<file path="config.mk">
export PLATFORM = sky130hd
export DESIGN_NAME = mem_ctrl
export DESIGN_NICKNAME = d
export VERILOG_FILES = /design/src/rtl/lc3_mem_pkg.sv /design/src/rtl/mem_ctrl_timer.sv /design/src/rtl/mem_ctrl.sv
export SDC_FILE = /design/constraint.sdc
export NUM_CORES = 1
export LEC_CHECK = 0
export ABC_CLOCK_PERIOD_IN_PS = 2400
export CAP_MARGIN = 30
export CORE_ASPECT_RATIO = 0.9
export CORE_MARGIN = 3
export CORE_UTILIZATION = 30
export CTS_CLUSTER_DIAMETER = 40
export DETAILED_ROUTE_END_ITERATION = 16
export PLACE_DENSITY = 0.57
export SLEW_MARGIN = 5
export SYNTH_ARGS = -nofsm -noshare
export SYNTH_HDL_FRONTEND = slang
export SYNTH_SLANG_ARGS = --single-unit
export TNS_END_PERCENT = 50
</file>
<file path="constraint.sdc">
create_clock -name clk -period 2.4 [get_ports clk]
set_clock_uncertainty 0.1 [all_clocks]
set_input_delay 0.36 -clock clk [delete_from_list [all_inputs] [get_ports clk]]
set_output_delay 0.36 -clock clk [all_outputs]
set_load 0.005 [all_outputs]
</file>
<file path="src/rtl/lc3_mem_pkg.sv">
// Shared types and constants for the LC-3 memory access controller.
package lc3_mem_pkg;

  localparam int LC3_DATA_W         = 16;
  localparam int LC3_TIMEOUT_CYCLES = 255;

  typedef enum logic [2:0] {
    ST_IDLE   = 3'd0,
    ST_IND_RD = 3'd1,
    ST_RD     = 3'd2,
    ST_WR     = 3'd3,
    ST_DONE   = 3'd4
  } mem_state_e;

  function automatic logic is_mem_phase(input mem_state_e s);
    return (s == ST_IND_RD) || (s == ST_RD) || (s == ST_WR);
  endfunction

endpackage

</file>
<file path="src/rtl/mem_ctrl_timer.sv">
// Per-phase wait counter; expired fires on the wait cycle that would reach LIMIT.
module mem_ctrl_timer
  import lc3_mem_pkg::*;
#(
  parameter int LIMIT = LC3_TIMEOUT_CYCLES
) (
  input  logic clk,
  input  logic rst_n,
  input  logic clear,
  input  logic count,
  output logic expired
);

  localparam int CNT_W = (LIMIT < 2) ? 1 : $clog2(LIMIT);

  logic [CNT_W-1:0] cnt_q, cnt_d;

  always_comb begin
    cnt_d = cnt_q;
    if (clear) begin
      cnt_d = '0;
    end else if (count) begin
      cnt_d = cnt_q + CNT_W'(1);
    end
  end

  // The counter never needs to hold LIMIT itself: the phase ends on that cycle.
  assign expired = count && (cnt_q == CNT_W'(LIMIT - 1));

  always_ff @(posedge clk or negedge rst_n) begin
    if (!rst_n) begin
      cnt_q <= '0;
    end else begin
      cnt_q <= cnt_d;
    end
  end

endmodule

</file>
<file path="src/rtl/mem_ctrl.sv">
// LC-3 MAR/MDR memory access sequencer: direct and indirect loads/stores with per-phase timeout.
//   state   | meaning
//   IDLE    | req_ready=1, waiting for a request
//   IND_RD  | reading the pointer at MAR; result becomes the new MAR
//   RD      | reading memory at MAR into MDR
//   WR      | writing MDR to memory at MAR
//   DONE    | one-cycle response pulse, then back to IDLE
module mem_ctrl
  import lc3_mem_pkg::*;
#(
  parameter int TIMEOUT_CYCLES = LC3_TIMEOUT_CYCLES,
  parameter int DATA_W         = LC3_DATA_W
) (
  input  logic              clk,
  input  logic              rst_n,
  input  logic              req_valid,
  output logic              req_ready,
  input  logic              req_we,
  input  logic              req_ind,
  input  logic [DATA_W-1:0] req_addr,
  input  logic [DATA_W-1:0] req_wdata,
  output logic              rsp_valid,
  output logic [DATA_W-1:0] rsp_rdata,
  output logic              rsp_err,
  output logic              mem_en,
  output logic              mem_we,
  output logic [DATA_W-1:0] mem_addr,
  output logic [DATA_W-1:0] mem_wdata,
  input  logic [DATA_W-1:0] mem_rdata,
  input  logic              mem_ready
);

  mem_state_e        state_q, state_d;
  logic [DATA_W-1:0] mar_q, mar_d;
  logic [DATA_W-1:0] mdr_q, mdr_d;
  logic              we_q, we_d;
  logic              ind_q, ind_d;
  logic              req_ready_q, req_ready_d;
  logic              mem_en_q, mem_en_d;
  logic              mem_we_q, mem_we_d;
  logic              rsp_valid_q, rsp_valid_d;
  logic              rsp_err_q, rsp_err_d;
  logic              abort;
  logic              tmr_clear;
  logic              tmr_count;
  logic              tmr_expired;

  assign tmr_count = mem_en_q && !mem_ready;
  assign tmr_clear = (state_d != state_q);

  mem_ctrl_timer #(
    .LIMIT (TIMEOUT_CYCLES)
  ) u_timer (
    .clk     (clk),
    .rst_n   (rst_n),
    .clear   (tmr_clear),
    .count   (tmr_count),
    .expired (tmr_expired)
  );

  always_comb begin
    state_d = state_q;
    mar_d   = mar_q;
    mdr_d   = mdr_q;
    we_d    = we_q;
    ind_d   = ind_q;
    abort   = 1'b0;
    unique case (state_q)
      ST_IDLE: begin
        if (req_valid && req_ready_q) begin
          mar_d   = req_addr;
          mdr_d   = req_wdata;
          we_d    = req_we;
          ind_d   = req_ind;
          state_d = req_ind ? ST_IND_RD : (req_we ? ST_WR : ST_RD);
        end
      end
      ST_IND_RD: begin
        if (mem_ready) begin
          mar_d   = mem_rdata;
          ind_d   = 1'b0;
          state_d = we_q ? ST_WR : ST_RD;
        end else if (tmr_expired) begin
          abort   = 1'b1;
          state_d = ST_DONE;
        end
      end
      ST_RD: begin
        if (mem_ready) begin
          mdr_d   = mem_rdata;
          state_d = ST_DONE;
        end else if (tmr_expired) begin
          abort   = 1'b1;
          state_d = ST_DONE;
        end
      end
      ST_WR: begin
        if (mem_ready) begin
          state_d = ST_DONE;
        end else if (tmr_expired) begin
          abort   = 1'b1;
          state_d = ST_DONE;
        end
      end
      ST_DONE: state_d = ST_IDLE;
      default: state_d = ST_IDLE;
    endcase

    // Outputs are decoded from the next state so they leave the flops aligned with it.
    req_ready_d = (state_d == ST_IDLE);
    mem_en_d    = is_mem_phase(state_d);
    mem_we_d    = (state_d == ST_WR);
    rsp_valid_d = (state_d == ST_DONE);
    rsp_err_d   = abort;
  end

  always_ff @(posedge clk or negedge rst_n) begin
    if (!rst_n) begin
      state_q     <= ST_IDLE;
      mar_q       <= '0;
      mdr_q       <= '0;
      we_q        <= 1'b0;
      ind_q       <= 1'b0;
      req_ready_q <= 1'b0;
      mem_en_q    <= 1'b0;
      mem_we_q    <= 1'b0;
      rsp_valid_q <= 1'b0;
      rsp_err_q   <= 1'b0;
    end else begin
      state_q     <= state_d;
      mar_q       <= mar_d;
      mdr_q       <= mdr_d;
      we_q        <= we_d;
      ind_q       <= ind_d;
      req_ready_q <= req_ready_d;
      mem_en_q    <= mem_en_d;
      mem_we_q    <= mem_we_d;
      rsp_valid_q <= rsp_valid_d;
      rsp_err_q   <= rsp_err_d;
    end
  end

  assign req_ready = req_ready_q;
  assign mem_en    = mem_en_q;
  assign mem_we    = mem_we_q;
  assign mem_addr  = mar_q;
  assign mem_wdata = mdr_q;
  assign rsp_valid = rsp_valid_q;
  assign rsp_rdata = mdr_q;
  assign rsp_err   = rsp_err_q;

endmodule

</file>
# Word level (Yosys, flattened, before mapping)
# Index checks and enable logic that the tools add are counted.
[classes]
add_sub_neg = 1
eq_ne = 12
n_mux = 18
reduce_logical = 16
[op_table]
columns = ["cell", "n"]
rows = [
  ["case mux 16 bit (2 select lines)", 2],
  ["two-way mux 16 bit", 3],
  ["two-way mux 8 bit", 2],
  ["== test 3 x 2 -> 1 bit, second input constant", 4],
  ["two-way mux 3 bit", 4],
  ["case mux 3 bit (3 select lines)", 1],
  ["adder 8 x 1 -> 8 bit, second input constant", 1],
  ["== test 8 bit, second input constant", 1],
  ["== test 3 x 1 -> 1 bit, second input constant", 2],
  ["logical NOT 3 bit", 2],
  ["!= test 2 bit, second input constant", 3],
  ["AND reduction 3 bit", 2],
  ["nonzero test 2 bit", 3],
  ["two-way mux 1 bit", 5],
  ["== test 3 bit, second input constant", 1],
  ["logical AND 1 bit", 3],
  ["!= test 3 bit", 1],
  ["OR reduction 3 bit", 1],
  ["logical OR 1 bit", 2],
  ["two-way mux 2 bit", 1],
  ["AND reduction 2 bit", 1],
  ["OR reduction 2 bit", 1],
  ["logical NOT 1 bit", 1],
]
[word_totals]
regBits = 49
output_inout_bits = 53
word_cells = 57

# Logic depth before layout (Yosys ltp)
# Gate-level depths: netlist of run 1.
[logic_depth]
word_depth = 9
mapped_depth = 6

# Modules after synthesis
# Synthesis of run 1 repeated with hierarchy kept, for this count alone.
[hier_totals]
hier_cells = 210
hier_area_um2 = 2670.1
[modules_own_cells]
columns = ["module", "n_inst", "cells_each", "area_each_um2", "seq_area_each_um2"]
rows = [
  ["mem_ctrl", 1, 169, 2258.4, 1026.0],
  ["mem_ctrl_timer", 1, 41, 411.6, 200.2],
]

# Worst setup path before layout of run 1
# Ideal clock, no wire load.
[synth_timing]
path_kind = "flip-flop to flip-flop"
start = "register state_q[2]"
end = "register mdr_q[10], in the netlist mem_wdata[10]"
setup_time_ps = 125
arrival_time_ps = 1686
t_required_ps = 2175
slack_ps = 489
path_stages_with_launch = 6
synth_period_minus_slack_ps = 1911
cell_sequence = "dfrtp_1 buf_2 nor3b_4 buf_6 mux2_2 mux2_4"
[synth_via]
elab_chain_cells = 3
elab_cells_between_ends = 7
[synth_lines]
columns = ["element", "line", "text"]
rows = [
  ["from (decl)", "mem_ctrl.sv:33", "mem_state_e state_q, state_d;"],
  ["from (signal assigned)", "mem_ctrl.sv:130", "state_q <= state_d;"],
  ["== test 3 x 2 -> 1 bit or logical NOT 3 bit (tied branches)", "mem_ctrl.sv:68", "unique case (state_q)"],
  ["!= test 2 bit (no source line) or nonzero test 2 bit (tied branches)", "-", ""],
  ["AND reduction 3 bit (no source line)", "-", ""],
  ["to (signal assigned)", "mem_ctrl.sv:132", "mdr_q <= mdr_d;"],
  ["to (decl)", "mem_ctrl.sv:35", "logic [DATA_W-1:0] mdr_q, mdr_d;"],
]
# Several ways; a longest one is shown, not always the timed one.
# A chain may end at the register's enable or synchronous reset.

# Final worst setup path of run 1
[layout_timing]
start = "register state_q[0]"
end = "register mar_q[4], in the netlist mem_addr[4]"
[layout_via]
elab_chain_cells = 3
elab_cells_between_ends = 7
[layout_lines]
columns = ["element", "line", "text"]
rows = [
  ["== test 3 x 1 -> 1 bit or logical NOT 3 bit (tied branches)", "mem_ctrl.sv:68", ""],
  ["!= test 2 bit (no source line) or nonzero test 2 bit (tied branches)", "-", ""],
  ["AND reduction 3 bit (no source line)", "-", ""],
  ["to (signal assigned)", "mem_ctrl.sv:131", "mar_q <= mar_d;"],
  ["to (decl)", "mem_ctrl.sv:34", "logic [DATA_W-1:0] mar_q, mar_d;"],
]
# Several ways; a longest one is shown, not always the timed one.

==> results.sh, run 1 <==
export IMPL_outcome="complete, but fails checks"
export IMPL_violations="negative hold slack"
export IMPL_cts_root_buf="clkbuf_8"
export IMPL_worstSetupPathType="reg -> reg"
export IMPL_grt_ovfl_total=0
export IMPL_wl_mm=6.799
export IMPL_synth_area_um2=2655
export IMPL_maxCapViolations=0
export IMPL_yosysWarnings=0
export IMPL_yosys_most_used_dff="dfrtp_1"
export IMPL_dp_hpwl_mm=5.201
export IMPL_drive_above_1_share_pct=29.47
export IMPL_fmax_ghz=0.5126
export IMPL_r2r_worst_path_cells=3
export IMPL_hold_path_class="in -> async"
export IMPL_die_area_um2=10020
export IMPL_drcViolationCount=0
export IMPL_post_cts_buffers=0
export IMPL_slew_headroom_pct=56.29
export IMPL_ctsLongestPathBuffers=2
export IMPL_ff2ff_setup_slack_ns=0.45
export IMPL_finalHoldViolCount=26
export IMPL_grt_usage_pct=14.07
export IMPL_clk_pin_slew_worst_paths_ns=0.09
export IMPL_powerDensity_nw_per_um2=1163
export IMPL_drtIter0Drc=35
export IMPL_nNetsFinal=357
export IMPL_synth_top_family_by_area="multiplexers"
export IMPL_fin_total_pwr_mw=4.504
export IMPL_postRouteAntennaNets=0
export IMPL_startpoint_type="flop"
export IMPL_n_antenna_cell=0
export IMPL_vias_per_cell=4.698
export IMPL_cts_tree="done"
export IMPL_grt_max_degree=29
export IMPL_period_share_pct=81.29
export IMPL_async_reset_ff_share_pct=100.0
export IMPL_synth_most_common_cell="mux2_2"
export IMPL_holdBufCountCts=0
export IMPL_synth_edf_count=0
export IMPL_synthToLayoutAreaGrowth_pct=45.85
export IMPL_critPathArrivalTime_ns=2.04
export IMPL_crit_end="mem_addr[4]$_DFFE_PN0P_"
export IMPL_rows=31
export IMPL_yosys_area_top_type="dfrtp_1"
export IMPL_final_cell_area_um2=3872
export IMPL_postSynthAreaPerCell_um2=13.28
export IMPL_r2r_end="mem_addr[4]$_DFFE_PN0P_"
export IMPL_cp_required_ns=2.49
export IMPL_vdd_drop_max_uv=408.9
export IMPL_ys_seq_area_share_pct=46.18
export IMPL_syn_nets=256
export IMPL_core_um2=8339
export IMPL_synth_area_leaders="dfrtp_1, mux2_2, mux2_4"
export IMPL_fin_setup_tns_ns=0
export IMPL_end_kind="flop"
export IMPL_fin_crit_ns=1.951
export IMPL_synth_cells=200
export IMPL_antenna_found_initial=0
export IMPL_io_pins=107
export IMPL_place_congestion=0.8479
export IMPL_numPortBuffers=106
export IMPL_synth_top_cells_by_count="mux2_2, dfrtp_1, buf_4"
export IMPL_ctsResizeCount=0
export IMPL_synth_simple_area_share_pct=7.399
export IMPL_rsz0062_at_grt="false"
export IMPL_dr_pass1_iters=4
export IMPL_die_x_um=105.2
export IMPL_synth_compound_area_share_pct=8.058
export IMPL_place_area_um2=3786
export IMPL_grt_pass1_vias=2071
export IMPL_clk_latency_ns=0.30
export IMPL_ys_ff_latch=49
export IMPL_final_util_pct=46.44
export IMPL_dp_cells=409
export IMPL_setup_viol_count_final=0
export IMPL_htreeDepth=2
export IMPL_ys_types=37
export IMPL_clock_sinks=49
export IMPL_critical_path_max_fanout=17
export IMPL_max_slew_worst_pin_slew_ns=0.6557
export IMPL_start_util_pct=31.84
export IMPL_dieHeight_um=95.25
export IMPL_synth_xor_area_share_pct=0.6598
export IMPL_final_cells=417
export IMPL_post_drt_wl_per_cell_um=16.30
export IMPL_synthMuxAreaShare_pct=28.98
export IMPL_yosysTopAreaCellShare_pct=46.18
export IMPL_slew_violations=0
export IMPL_crit_path_start="state_q[0]$_DFF_PN0_"
export IMPL_grt_first_pass_wirelength_mm=11.12
export IMPL_fin_hold_ws_ns=-0.01600
export IMPL_numCtsBuffers=5
export IMPL_p_leak_nw=1.542
export IMPL_synth_fa_ha_area_share_pct=0.9425
export IMPL_vias=1959
export IMPL_reg2reg_from="state_q[0]$_DFF_PN0_"
[worst max-delay path, cell delays in order (launching register included)]
cell and delay (ns):
dfrtp_1 0.48, nand4bb_1 0.31, o21ai_4 0.54, mux2_2 0.40
[worst min path at each step]
stage / end / cells past startpoint / slack, ns
detailed placement: mem_wdata[4]$_DFFE_PN0P_ / 1 / 0.34
global placement: mem_wdata[4]$_DFFE_PN0P_ / 1 / 0.34
CTS: mem_addr[0]$_DFFE_PN0P_ / 1 / 0.008
finish: mem_wdata[2]$_DFFE_PN0P_ / 1 / -0.02
global route: mem_addr[0]$_DFFE_PN0P_ / 1 / 0.04
floorplan: mem_addr[0]$_DFFE_PN0P_ / 0 / -0.04
[logic make-up (layout without fill, tap and decap cells)]
kind of cell    Yosys count  after routing
compound gates           25             25
xor+xnor                  2              2
fa+ha+maj                 2              2
buf+inv                  30            132
flops                    49             49
mux                      65             65
simple gates             27             27
[where the power goes]
| group | total, mW | leakage, nW | internal (mW) | switching, mW |
|---|---|---|---|---|
| clock network | 0.475 | 0.0439 | 0.202 | 0.274 |
| registers | 1.45 | 0.602 | 1.18 | 0.264 |
| logic | 2.58 | 0.896 | 1.70 | 0.882 |
[registers in the layout, indices dropped and copies added, names as in the netlist, 3 cells and up]
signal         count
state_q            3
mem_addr          16
u_timer.cnt_q      8
mem_wdata         16
[final cells by class]
type,instances,area [um2]
clock buffers,5,68.82
clock inverters,3,17.52
fillers,776,4467
inverters,6,22.52
multi-input cells,121,1222
flip-flops and latches,49,1226
well taps,115,143.9
repair buffers,118,1171
[routing by layer]
layer  global-route usage [%]  up-vias  wire length, um
met2                    21.10       85             2976
met3                    3.927        6              454
li1                         -      927                -
met5                        0        -                0
met4                    4.153        0               83
met1                    19.83      941             3285
[stage by stage]
step                      setup slack (ns)  hold slack, ns
final                               0.4491        -0.01600
after global routing                0.3375         0.03556
after CTS                           0.4259        0.008044
after detailed placement            0.1477          0.3372
after global placement              0.2076          0.3378
after floorplan                     0.4885        -0.03559
[cell usage in the layout (no fill, tap or decap), types with 3 or more instances in the layout]
| master | count |
|---|---|
| buf_4 | 10 |
| a211oi_1 | 3 |
| nand2_1 | 4 |
| o21ai_0 | 6 |
| mux2_2 | 54 |
| clkdlybuf4s50_1 | 105 |
| a221oi_1 | 5 |
| or3_1 | 3 |
| inv_1 | 6 |
| dfrtp_1 | 49 |
| clkbuf_8 | 5 |
| mux2_4 | 10 |
Note: power is estimated with default switching activity, not from simulation.
==> run 2: changes to the inputs <==
--- a/config.mk
+++ b/config.mk
@@ -5,14 +5,14 @@
 export SDC_FILE = /design/constraint.sdc
 export NUM_CORES = 1
 export LEC_CHECK = 0
-export ABC_CLOCK_PERIOD_IN_PS = 2400
+export ABC_CLOCK_PERIOD_IN_PS = 1700
 export CAP_MARGIN = 30
 export CORE_ASPECT_RATIO = 0.9
 export CORE_MARGIN = 3
 export CORE_UTILIZATION = 30
 export CTS_CLUSTER_DIAMETER = 40
 export DETAILED_ROUTE_END_ITERATION = 16
-export PLACE_DENSITY = 0.57
+export PLACE_DENSITY = 0.59
 export SLEW_MARGIN = 5
 export SYNTH_ARGS = -nofsm -noshare
 export SYNTH_HDL_FRONTEND = slang
==> constraint.sdc (replaced) <==
create_clock -name clk -period 1.7 [get_ports clk]
set_clock_uncertainty 0.1 [all_clocks]
set_input_delay 0.255 -clock clk [delete_from_list [all_inputs] [get_ports clk]]
set_output_delay 0.255 -clock clk [all_outputs]
set_load 0.005 [all_outputs]
==> run 2 against run 1 <==
Effect of this change: the flow finishes with violations (negative setup slack); sequential share of layout area fell by 2.6 points; critical path depth rose by 2; power rose by 60%; fmax rose by 9.5%; register-to-register slack got worse by 0.53 ns; via count rose by 6.5%.
==> results.sh, run 2 (synthesis results as in run 1) <==
export IMPL_outcome="complete, but fails checks"
export IMPL_violations="negative setup slack"
export IMPL_fin_crit_ns=1.782
export IMPL_nFillCells=767
export IMPL_grt_pass1_vias=2258
export IMPL_grt_usage_pct=14.70
export IMPL_dp_cells=424
export IMPL_fin_total_pwr_mw=7.192
export IMPL_grt_max_degree=31
export IMPL_cts_tree="done"
export IMPL_vdd_drop_max_uv=535.7
export IMPL_power_frac_comb_pct=62.1
export IMPL_max_slew_worst_pin_slew_ns=0.4961
export IMPL_powerDensity_nw_per_um2=1702
export IMPL_numPortBuffers=106
export IMPL_die_x_um=105.2
export IMPL_numCtsBuffers=5
export IMPL_clk_latency_ns=0.29
export IMPL_fmax_ghz=0.5613
export IMPL_drive_above_1_share_pct=34.70
export IMPL_nNetsFinal=374
export IMPL_p_int_mw=4.954
export IMPL_slowest_stage="dfrtp_2"
export IMPL_period_share_pct=104.8
export IMPL_postRouteAntennaNets=0
export IMPL_cp_required_ns=1.78
export IMPL_cts_root_buf="clkbuf_8"
export IMPL_startpoint_type="flop"
export IMPL_switching_share_pct=31.12
export IMPL_setup_viol_count_final=32
export IMPL_post_drt_wl_per_cell_um=17.17
export IMPL_clockPowerShare_pct=9.0
export IMPL_synthToLayoutAreaGrowth_pct=59.14
export IMPL_grt_ovfl_total=0
export IMPL_setup_ws_ns=-0.08163
export IMPL_place_congestion=0.7594
export IMPL_antenna_found_initial=0
export IMPL_final_util_pct=50.67
export IMPL_slew_headroom_pct=66.93
export IMPL_place_ws_ns=-0.2563
export IMPL_cpPeakStageDelay_ns=0.46
export IMPL_dp_hpwl_mm=5.303
export IMPL_fin_setup_tns_ns=-1.754
export IMPL_core_um2=8339
export IMPL_dieHeight_um=95.25
export IMPL_die_area_um2=10020
export IMPL_vias=2086
export IMPL_final_cell_area_um2=4225
export IMPL_clock_sinks=49
export IMPL_maxCapViolations=0
export IMPL_slew_violations=0
export IMPL_worstSetupPathType="reg -> reg"
export IMPL_ctsLongestPathBuffers=2
export IMPL_io_pins=107
export IMPL_grt_first_pass_wirelength_mm=11.70
export IMPL_fin_hold_ws_ns=0.3551
export IMPL_start_util_pct=31.84
export IMPL_power_frac_seq_pct=28.9
export IMPL_end_kind="flop"
export IMPL_layout_commonest_cell="clkdlybuf4s50_1"
export IMPL_htreeDepth=2
export IMPL_switching_power_mw=2.238
export IMPL_hold_path_class="in -> async"
export IMPL_final_cells=432
export IMPL_place_area_um2=3976
export IMPL_dr_pass1_iters=4
export IMPL_critPathArrivalTime_ns=1.86
export IMPL_finalHoldViolCount=0
export IMPL_clk_pin_slew_worst_paths_ns=0.09
export IMPL_n_antenna_cell=0
export IMPL_drcViolationCount=0
export IMPL_vias_per_cell=4.829
export IMPL_rows=31
export IMPL_rsz0062_at_grt="true"
export IMPL_critical_path_max_fanout=4
export IMPL_p_leak_nw=1.758
export IMPL_wl_mm=7.417
export IMPL_drtIter0Drc=68
export IMPL_cp_cell_sequence="nand4bb_1 > buf_6 > o21ai_4 > clkbuf_16 > mux2_4"
export IMPL_mostFrequentLayoutCells="clkdlybuf4s50_1, dfrtp_1, mux2_4"
==> run 2: changes by cell type in the layout (fill, tap and decap cells not counted), moves of 3 or more <==
cell | before | now
mux2_2 | 54 | 23
dfrtp_2 | 0 | 3
buf_4 | 10 | 18
buf_12 | 2 | 7
dfrtp_1 | 49 | 46
mux2_4 | 10 | 41
==> run 2: layout make-up <==
class | count | area, um2 | share of cell area (%)
clock buffers | 5 | 68.82 | 1.629
clock inverters | 1 | 5.005 | 0.1184
inverters | 6 | 22.52 | 0.5330
multi-input cells | 121 | 1369 | 32.40
flip-flops and latches | 49 | 1230 | 29.11
well taps | 115 | 143.9 | 3.405
repair buffers | 135 | 1386 | 32.81
==> run 2: timing repair <==
| action | 4_1_cts | 5_1_grt |
|---|---|---|
| setup endpoints to repair | 34 | 35 |
| hold buffers | 1 | 0 |
| endpoints found under the hold margin | 19 | 0 |
| gates resized for setup | 31 | 7 |
| gates cloned | 0 | 1 |
| setup buffers | 0 | 0 |
==> run 2: power groups by stage <==
stage	sequential, mW	clock (mW)	combinational [mW]
after floorplan	2.04	0	2.15
after global placement	2.05	0	4.02
after detailed placement	2.07	0	4.06
after CTS	2.07	0.681	4.36
after global routing	2.15	0.740	4.75
final	2.08	0.647	4.47
==> run 2: worst max-delay path, delay by kind of cell, from the launching register on <==
kind,cells,cell delay (ns)
and+or+nand+nor,1,0.22
buffers and inverters,2,0.36
DFF,1,0.46
AOI/OAI and AO/OA,1,0.24
muxes,1,0.29
==> run 2: per-layer routing <==
metal	GRT usage [%]	share of wire, %
met2	22.86	47
met5	0	0
met1	20.46	47
met3	3.385	5.0
met4	4.481	0.94
==> run 2: worst paths after layout <==
kind / start / end / slack, ns / cells after the start
setup / recovery: state_q[1]$_DFF_PN0_ / mem_addr[9]$_DFFE_PN0P_ / -0.08 / 5
hold / removal: rst_n / mem_wdata[2]$_DFFE_PN0P_ / 0.36 / 2
setup reg to reg: state_q[1]$_DFF_PN0_ / mem_addr[9]$_DFFE_PN0P_ / -0.08 / 5
hold reg to reg: mem_addr[11]$_DFFE_PN0P_ / mem_addr[11]$_DFFE_PN0P_ / 0.42 / 1
max in group asynchronous: rst_n / state_q[1]$_DFF_PN0_ / 0.60 / 3
min in group clk: mem_addr[11]$_DFFE_PN0P_ / mem_addr[11]$_DFFE_PN0P_ / 0.42 / 1
